## config.mk

```make
export PLATFORM = sky130hd
export DESIGN_NAME = am_align_ctrl_rx
export DESIGN_NICKNAME = d
export VERILOG_FILES = /design/src/rtl/am_align_ctrl_rx.sv
export SDC_FILE = /design/constraint.sdc
export NUM_CORES = 1
export LEC_CHECK = 0
export ABC_CLOCK_PERIOD_IN_PS = 2300
export CAP_MARGIN = 5
export CORE_UTILIZATION = 50
export DETAILED_ROUTE_END_ITERATION = 16
export PLACE_DENSITY_LB_ADDON = 0.3
export SLEW_MARGIN = 20
export SYNTH_ARGS = -nofsm -noshare
export SYNTH_HDL_FRONTEND = slang
export SYNTH_SLANG_ARGS = --single-unit
export TNS_END_PERCENT = 10
```

## constraint.sdc

```tcl
create_clock -name clk -period 2.3 [get_ports clk]
set_clock_uncertainty 0.2 [all_clocks]
set_input_delay 0.23 -clock clk [delete_from_list [all_inputs] [get_ports clk]]
set_output_delay 0.23 -clock clk [all_outputs]
set_load 0.01 [all_outputs]
```

## src/rtl/am_align_ctrl_rx.sv

```systemverilog
// am_align_ctrl_rx: per-PCS RX alignment controller; checks lane locks and lane map, restarts lockers.
// Optional AM_ALIGN_ERR_CNT_EN adds err_cnt_o and map_err_o.
module am_align_ctrl_rx #(
  parameter int LANE_N      = 4,
  parameter int LANE_W      = $clog2(LANE_N),
  parameter int TIMEOUT_N   = 65536,
  parameter int TIMEOUT_W   = $clog2(TIMEOUT_N),
  parameter int RESTART_CYC = 4
) (
  input  logic                       clk,
  input  logic                       nreset,
  input  logic [LANE_N-1:0]          lock_v_i,
  input  logic [LANE_N*LANE_N-1:0]   lane_i,
  output logic [LANE_N-1:0]          lock_nreset_o,
  output logic                       align_status_o,
  output logic [LANE_N*LANE_W-1:0]   lane_map_o
`ifdef AM_ALIGN_ERR_CNT_EN
  ,
  output logic [7:0]                 err_cnt_o,
  output logic                       map_err_o
`endif
);
  localparam int RC_W = $clog2(RESTART_CYC + 1);
  typedef enum logic [2:0] {INIT, WAIT_LOCK, CHECK_MAP, ALIGNED, RESTART} state_t;
  state_t state_q, state_d;
  logic [TIMEOUT_W-1:0] timer_q, timer_d;
  logic [RC_W-1:0] rcnt_q, rcnt_d;
  logic [LANE_N-1:0] nrst_q, nrst_d, or_all;
  logic align_q, align_d, map_ok, map_chg, all_lock;
  logic [LANE_N*LANE_W-1:0] map_q, map_d, enc;
  assign all_lock = &lock_v_i;
  always_comb begin
    enc = '0;
    or_all = '0;
    map_ok = 1'b1;
    map_chg = 1'b0;
    for (int p = 0; p < LANE_N; p++) begin
      map_ok = map_ok & $onehot(lane_i[p*LANE_N +: LANE_N]);
      or_all = or_all | lane_i[p*LANE_N +: LANE_N];
      for (int l = 0; l < LANE_N; l++)
        if (lane_i[p*LANE_N+l]) enc[p*LANE_W +: LANE_W] = LANE_W'(l);
      map_chg = map_chg | (lane_i[p*LANE_N +: LANE_N] != (LANE_N'(1) << map_q[p*LANE_W +: LANE_W]));
    end
    map_ok = map_ok & (&or_all);
  end
  // lock_nreset_o is held at ~mask for the whole RESTART stay, so the mask needs no own register
  always_comb begin
    state_d = state_q;
    timer_d = timer_q;
    rcnt_d = '0;
    nrst_d = nrst_q;
    align_d = align_q;
    map_d = map_q;
    case (state_q)
      INIT: begin
        state_d = WAIT_LOCK;
        nrst_d = '1;
        timer_d = '0;
      end
      WAIT_LOCK: begin
        timer_d = timer_q + 1'b1;
        if (all_lock) state_d = CHECK_MAP;
        else if (timer_q == TIMEOUT_W'(TIMEOUT_N - 1)) begin
          state_d = RESTART;
          nrst_d = lock_v_i;
        end
      end
      CHECK_MAP:
        if (!all_lock) begin
          state_d = WAIT_LOCK;
          timer_d = '0;
        end else if (map_ok) begin
          state_d = ALIGNED;
          align_d = 1'b1;
          map_d = enc;
        end else begin
          state_d = RESTART;
          nrst_d = '0;
        end
      ALIGNED:
        if (!all_lock) begin
          state_d = WAIT_LOCK;
          timer_d = '0;
          align_d = 1'b0;
          map_d = '0;
        end else if (map_chg) begin
          state_d = RESTART;
          nrst_d = '0;
          align_d = 1'b0;
          map_d = '0;
        end
      RESTART: begin
        rcnt_d = rcnt_q + 1'b1;
        if (rcnt_q == RC_W'(RESTART_CYC - 1)) begin
          state_d = WAIT_LOCK;
          nrst_d = '1;
          timer_d = '0;
          rcnt_d = '0;
        end
      end
      default: state_d = INIT;
    endcase
  end
  always_ff @(posedge clk or negedge nreset)
    if (!nreset) begin
      state_q <= INIT;
      timer_q <= '0;
      rcnt_q <= '0;
      nrst_q <= '0;
      align_q <= 1'b0;
      map_q <= '0;
    end else begin
      state_q <= state_d;
      timer_q <= timer_d;
      rcnt_q <= rcnt_d;
      nrst_q <= nrst_d;
      align_q <= align_d;
      map_q <= map_d;
    end
  assign lock_nreset_o = nrst_q;
  assign align_status_o = align_q;
  assign lane_map_o = map_q;
`ifdef AM_ALIGN_ERR_CNT_EN
  logic [7:0] err_q;
  logic merr_q;
  // every way into RESTART is an error: timeout, map check fail, or map change
  always_ff @(posedge clk or negedge nreset)
    if (!nreset) begin
      err_q <= '0;
      merr_q <= 1'b0;
    end else begin
      merr_q <= state_q == CHECK_MAP && state_d == RESTART;
      if (state_q != RESTART && state_d == RESTART && err_q != 8'hff) err_q <= err_q + 1'b1;
    end
  assign err_cnt_o = err_q;
  assign map_err_o = merr_q;
`endif
endmodule
```

==> summary.md <==
The overall global routing resource usage was 0.288; the total wire length after detailed routing was 7070 um. The worst-case IR drop observed on VDD is 0.554 mV. By startpoint and endpoint, the worst setup path is classified as primary input to flip-flop. The height of the chip works out to 73.0 um. In this run the clock root is driven by a sky130_fd_sc_hd__clkbuf_8.

Number of nets still failing antenna checks after routing: 0. The multiplexer share of the synthesized area is 0.0199, and the area after detailed placement is 3340 um2. Counting the buffers created by CTS gives 5. The share of synthesized registers carrying an async set or reset came out at 1.00. Setup repair after global routing could not meet its margin everywhere. The number of buffers inserted by hold repair at cts is 0, and the final-report max-slew violation count is 0. For the area inside the core boundary, the log shows 4790 um2.

Counting flops and latches in the post-synthesis netlist gives 35. Summing all multi-input logic gate instances after layout gives 1620 um2. The synthesized-area fraction occupied by ao, oa, aoi and oai cells was 0.241.

The worst path arrival time was 2640 ps. Fill cells in the final layout number 336. The flow ran to the end, but the final reports show violations. Summed over all instances, the cell type with the most area after synthesis is sky130_fd_sc_hd__dfrtp_1. The logs give 419 for the number of nets in the finished design and 300 ps for the clock latency at the later pin of the worst-skew pair. Starting density of the core: 0.527. The overall die width was 73.0 um. In the layout the commonest cells are sky130_fd_sc_hd__buf_4, sky130_fd_sc_hd__dfrtp_1, sky130_fd_sc_hd__o21ai_0, sky130_fd_sc_hd__nor2_1, sky130_fd_sc_hd__clkdlybuf4s50_1.

The total of endpoints with negative setup slack in the final report was 16. The post-synthesis share of cell area spent on full adders, half adders and majority gates is 0.0814, and the maximum frequency from static timing analysis is 375 MHz. Yosys printed 0 warnings. The reported leakage power was 1.66 nW; the area fraction in and, or, nand and nor cells after synthesis was 0.241.

From synthesis to final layout, the design area changed by 43.0%. The number of placed I/O pins came out at 35. The count of buffers added on input and output ports is 34.

Ranked by total cell area, the synthesized netlist is headed by sky130_fd_sc_hd__dfrtp_1, sky130_fd_sc_hd__o21ai_0, sky130_fd_sc_hd__ha_1, sky130_fd_sc_hd__inv_1, sky130_fd_sc_hd__nor2_1. The run gives 0 as the number of antenna violations at the first check in global routing. The post-synthesis share of cell area spent on xor and xnor gates came out at 0.00695. The tools report the headroom to the max-slew limit as 0.601. The highest fanout seen on the critical path is 4, and the max-cap violation count is 0. The logs give 0 for the count of unresolved DRC violations after routing and 2604 for the via count of the first global-routing pass. Once layout is done, the placed cells without fillers occupy 3610 um2.

The net count after synthesis was 327. In this run the deepest clock path goes through 2 buffers. TritonCTS built the clock tree.

Critical path capture point type: a flip-flop. The average instance area after synthesis was 8.66 um2; the number of DRC violations after detailed-routing iteration 0 was 210. The checks that failed: negative setup slack. The most used flip-flop cell after synthesis is sky130_fd_sc_hd__dfrtp_1. The logs give 0.883 for the final weighted congestion in routability-driven placement and 54 for the number of library cell types mapped by synthesis.

The clock transition time at the flip-flop clock pins of the worst setup and hold paths was 70 ps; the number of levels in the clock H-tree was 2. The final setup slack of the worst path was -366 ps. The floorplan step defined a die boundary enclosing 5330 um2. Fraction of final layout cells sized beyond drive strength 1: 0.307.

The final hold violation count was 0; the number of enable-type register cells in the synthesized netlist was 0. After synthesis, the largest family of logic cells by area is compound AO/OA/AOI/OAI gates. The fraction of post-synthesis cell area in the top cell type by area was 0.347.

STA puts the critical path data required time at 2280 ps. The repair_antennas step left the layout with diodes totalling 0. For this design the ratio of total power to cell area is 806 nW/um2. The total overflow left after global routing is 0. The number of standard cells after synthesis is 291. The number of rows in the core area is 25, and the average wire per standard cell is 15.7 um. Area used by sequential logic in the layout: 876 um2. The detailed-router iteration count before antenna repair is 5.

Entering global routing, the biggest net connects 36 pins. The worst setup timing slack at the placement stage is -1270 ps, and the transition time at the pin with the least slew margin is 598 ps. The tools report the wire length of the first global-routing pass as 11700 um. STA classifies the critical path startpoint as a primary input. Once detailed placement completed, the half-perimeter wirelength came to 4800 um. The final cycle utilization of the critical path came out at 1.16. The final critical delay including setup and external delays is 2670 ps. The design draws 2.91 mW.

The clock drives 35 sinks. The logs give 0.347 for the share of synthesized area occupied by flip-flops and latches and 2559 for the total via count in the routed design. Most common library cell in the layout ignoring fill and taps: sky130_fd_sc_hd__buf_4. In the routed layout, each cell is associated on average with a via count of 5.67. The worst hold path belongs to the class primary input to async pin.

The synthesized netlist occupies a cell area of 2520 um2.
sequential cells by signal, indices dropped and copies added, names as in the netlist:
register,count
align_status_o,1
lane_map_o,8
lock_nreset_o,4
rcnt_q,3
state_q,3
timer_q,16
kinds of logic after synthesis:
group	after synthesis
AO/OA/AOI/OAI	91
buffers and inverters	39
adder cells (fa/ha/maj)	14
XOR/XNOR	2
flip-flops	35
AND/OR/NAND/NOR	105
multiplexers	5
final cells by class:
class,count,share of cell area
Multi-Input combinational cell,217,0.448
Sequential cell,35,0.243
Timing Repair Buffer,94,0.221
Inverter,30,0.0319
Tap cell,67,0.0232
Clock buffer,6,0.0229
Clock inverter,2,0.00972
power by group:
| part | internal (mW) | total, mW | switching (mW) |
|---|---|---|---|
| clock network | 0.351 | 0.588 | 0.237 |
| registers | 0.748 | 0.873 | 0.125 |
| logic | 0.717 | 1.44 | 0.728 |
| total | 1.82 | 2.91 | 1.09 |
final timing paths:
path                       cells after the start                    from                      endpoint  slack, ps
min reg2reg                                    1     rcnt_q[0]$_DFF_PN0_           rcnt_q[0]$_DFF_PN0_        260
min in group clk                               5               lane_i[3]     lane_map_o[0]$_DFFE_PN0P_        200
max in group asynchronous                      2                  nreset        timer_q[6]$_DFFE_PN0P_       1430
min                                            2                  nreset  lock_nreset_o[2]$_DFFE_PN0P_        140
max                                           13              lane_i[11]  lock_nreset_o[0]$_DFFE_PN0P_       -370
max reg2reg                                    7  timer_q[1]$_DFFE_PN0P_  lock_nreset_o[0]$_DFFE_PN0P_        -20
critical path: stages:
cell and delay, ps:
sky130_fd_sc_hd__buf_6 80, sky130_fd_sc_hd__inv_2 40, sky130_fd_sc_hd__fa_1 530, sky130_fd_sc_hd__inv_1 50
sky130_fd_sc_hd__ha_2 180, sky130_fd_sc_hd__ha_4 160, sky130_fd_sc_hd__nor4_4 260, sky130_fd_sc_hd__o41ai_2 140
sky130_fd_sc_hd__nor4_4 420, sky130_fd_sc_hd__buf_4 180, sky130_fd_sc_hd__a221o_1 180, sky130_fd_sc_hd__a21oi_4 70
sky130_fd_sc_hd__mux2i_1 120
synth_stat cells, types with 2 or more instances:
cell type                  number
sky130_fd_sc_hd__ha_1          10
sky130_fd_sc_hd__a31o_1         2
sky130_fd_sc_hd__nand3_1       12
sky130_fd_sc_hd__fa_1           4
sky130_fd_sc_hd__buf_2          3
sky130_fd_sc_hd__inv_1         30
sky130_fd_sc_hd__nand2_1       18
sky130_fd_sc_hd__and3_1         4
sky130_fd_sc_hd__nor3b_1        3
sky130_fd_sc_hd__o22ai_1        3
sky130_fd_sc_hd__mux2i_1        5
sky130_fd_sc_hd__a21oi_1       16
sky130_fd_sc_hd__o21ai_0       31
sky130_fd_sc_hd__nand3_2        2
sky130_fd_sc_hd__a21o_1         9
sky130_fd_sc_hd__o31ai_1        3
sky130_fd_sc_hd__a31oi_1        5
sky130_fd_sc_hd__o21a_1         4
sky130_fd_sc_hd__nor4_4         2
sky130_fd_sc_hd__a211oi_1       2
sky130_fd_sc_hd__dfrtp_1       35
sky130_fd_sc_hd__xor2_1         2
sky130_fd_sc_hd__clkbuf_1       5
sky130_fd_sc_hd__nor2_1        22
sky130_fd_sc_hd__nor3_1         9
sky130_fd_sc_hd__nand4_1        6
sky130_fd_sc_hd__nor4_1         2
sky130_fd_sc_hd__nand2b_1      13
sky130_fd_sc_hd__nor2b_1        4
metal layers:
layer	routed length, um	track usage	part of all wire
met4	185	0.118	0.026
met2	3470	0.473	0.49
met1	3090	0.373	0.44
met5	0	0	0
met3	318	0.0539	0.045
per-stage QoR:
step,TNS [ps],utilization,cells,hold slack [ps]
final,-5300,0.753,451,144
after global routing,-6470,0.753,451,187
after CTS,-5200,0.743,450,165
after detailed placement,-19140,0.698,439,236
after global placement,-18400,0.698,439,226
after floorplan,-8950,-,291,-266
timing repair:
item                                    in CTS  in global routing
resized for setup                           73                  9
endpoints found under the setup margin      16                 17
setup buffers                                3                  1
pin swaps                                   15                  8
No activity file was read; power rests on OpenSTA's default activity.
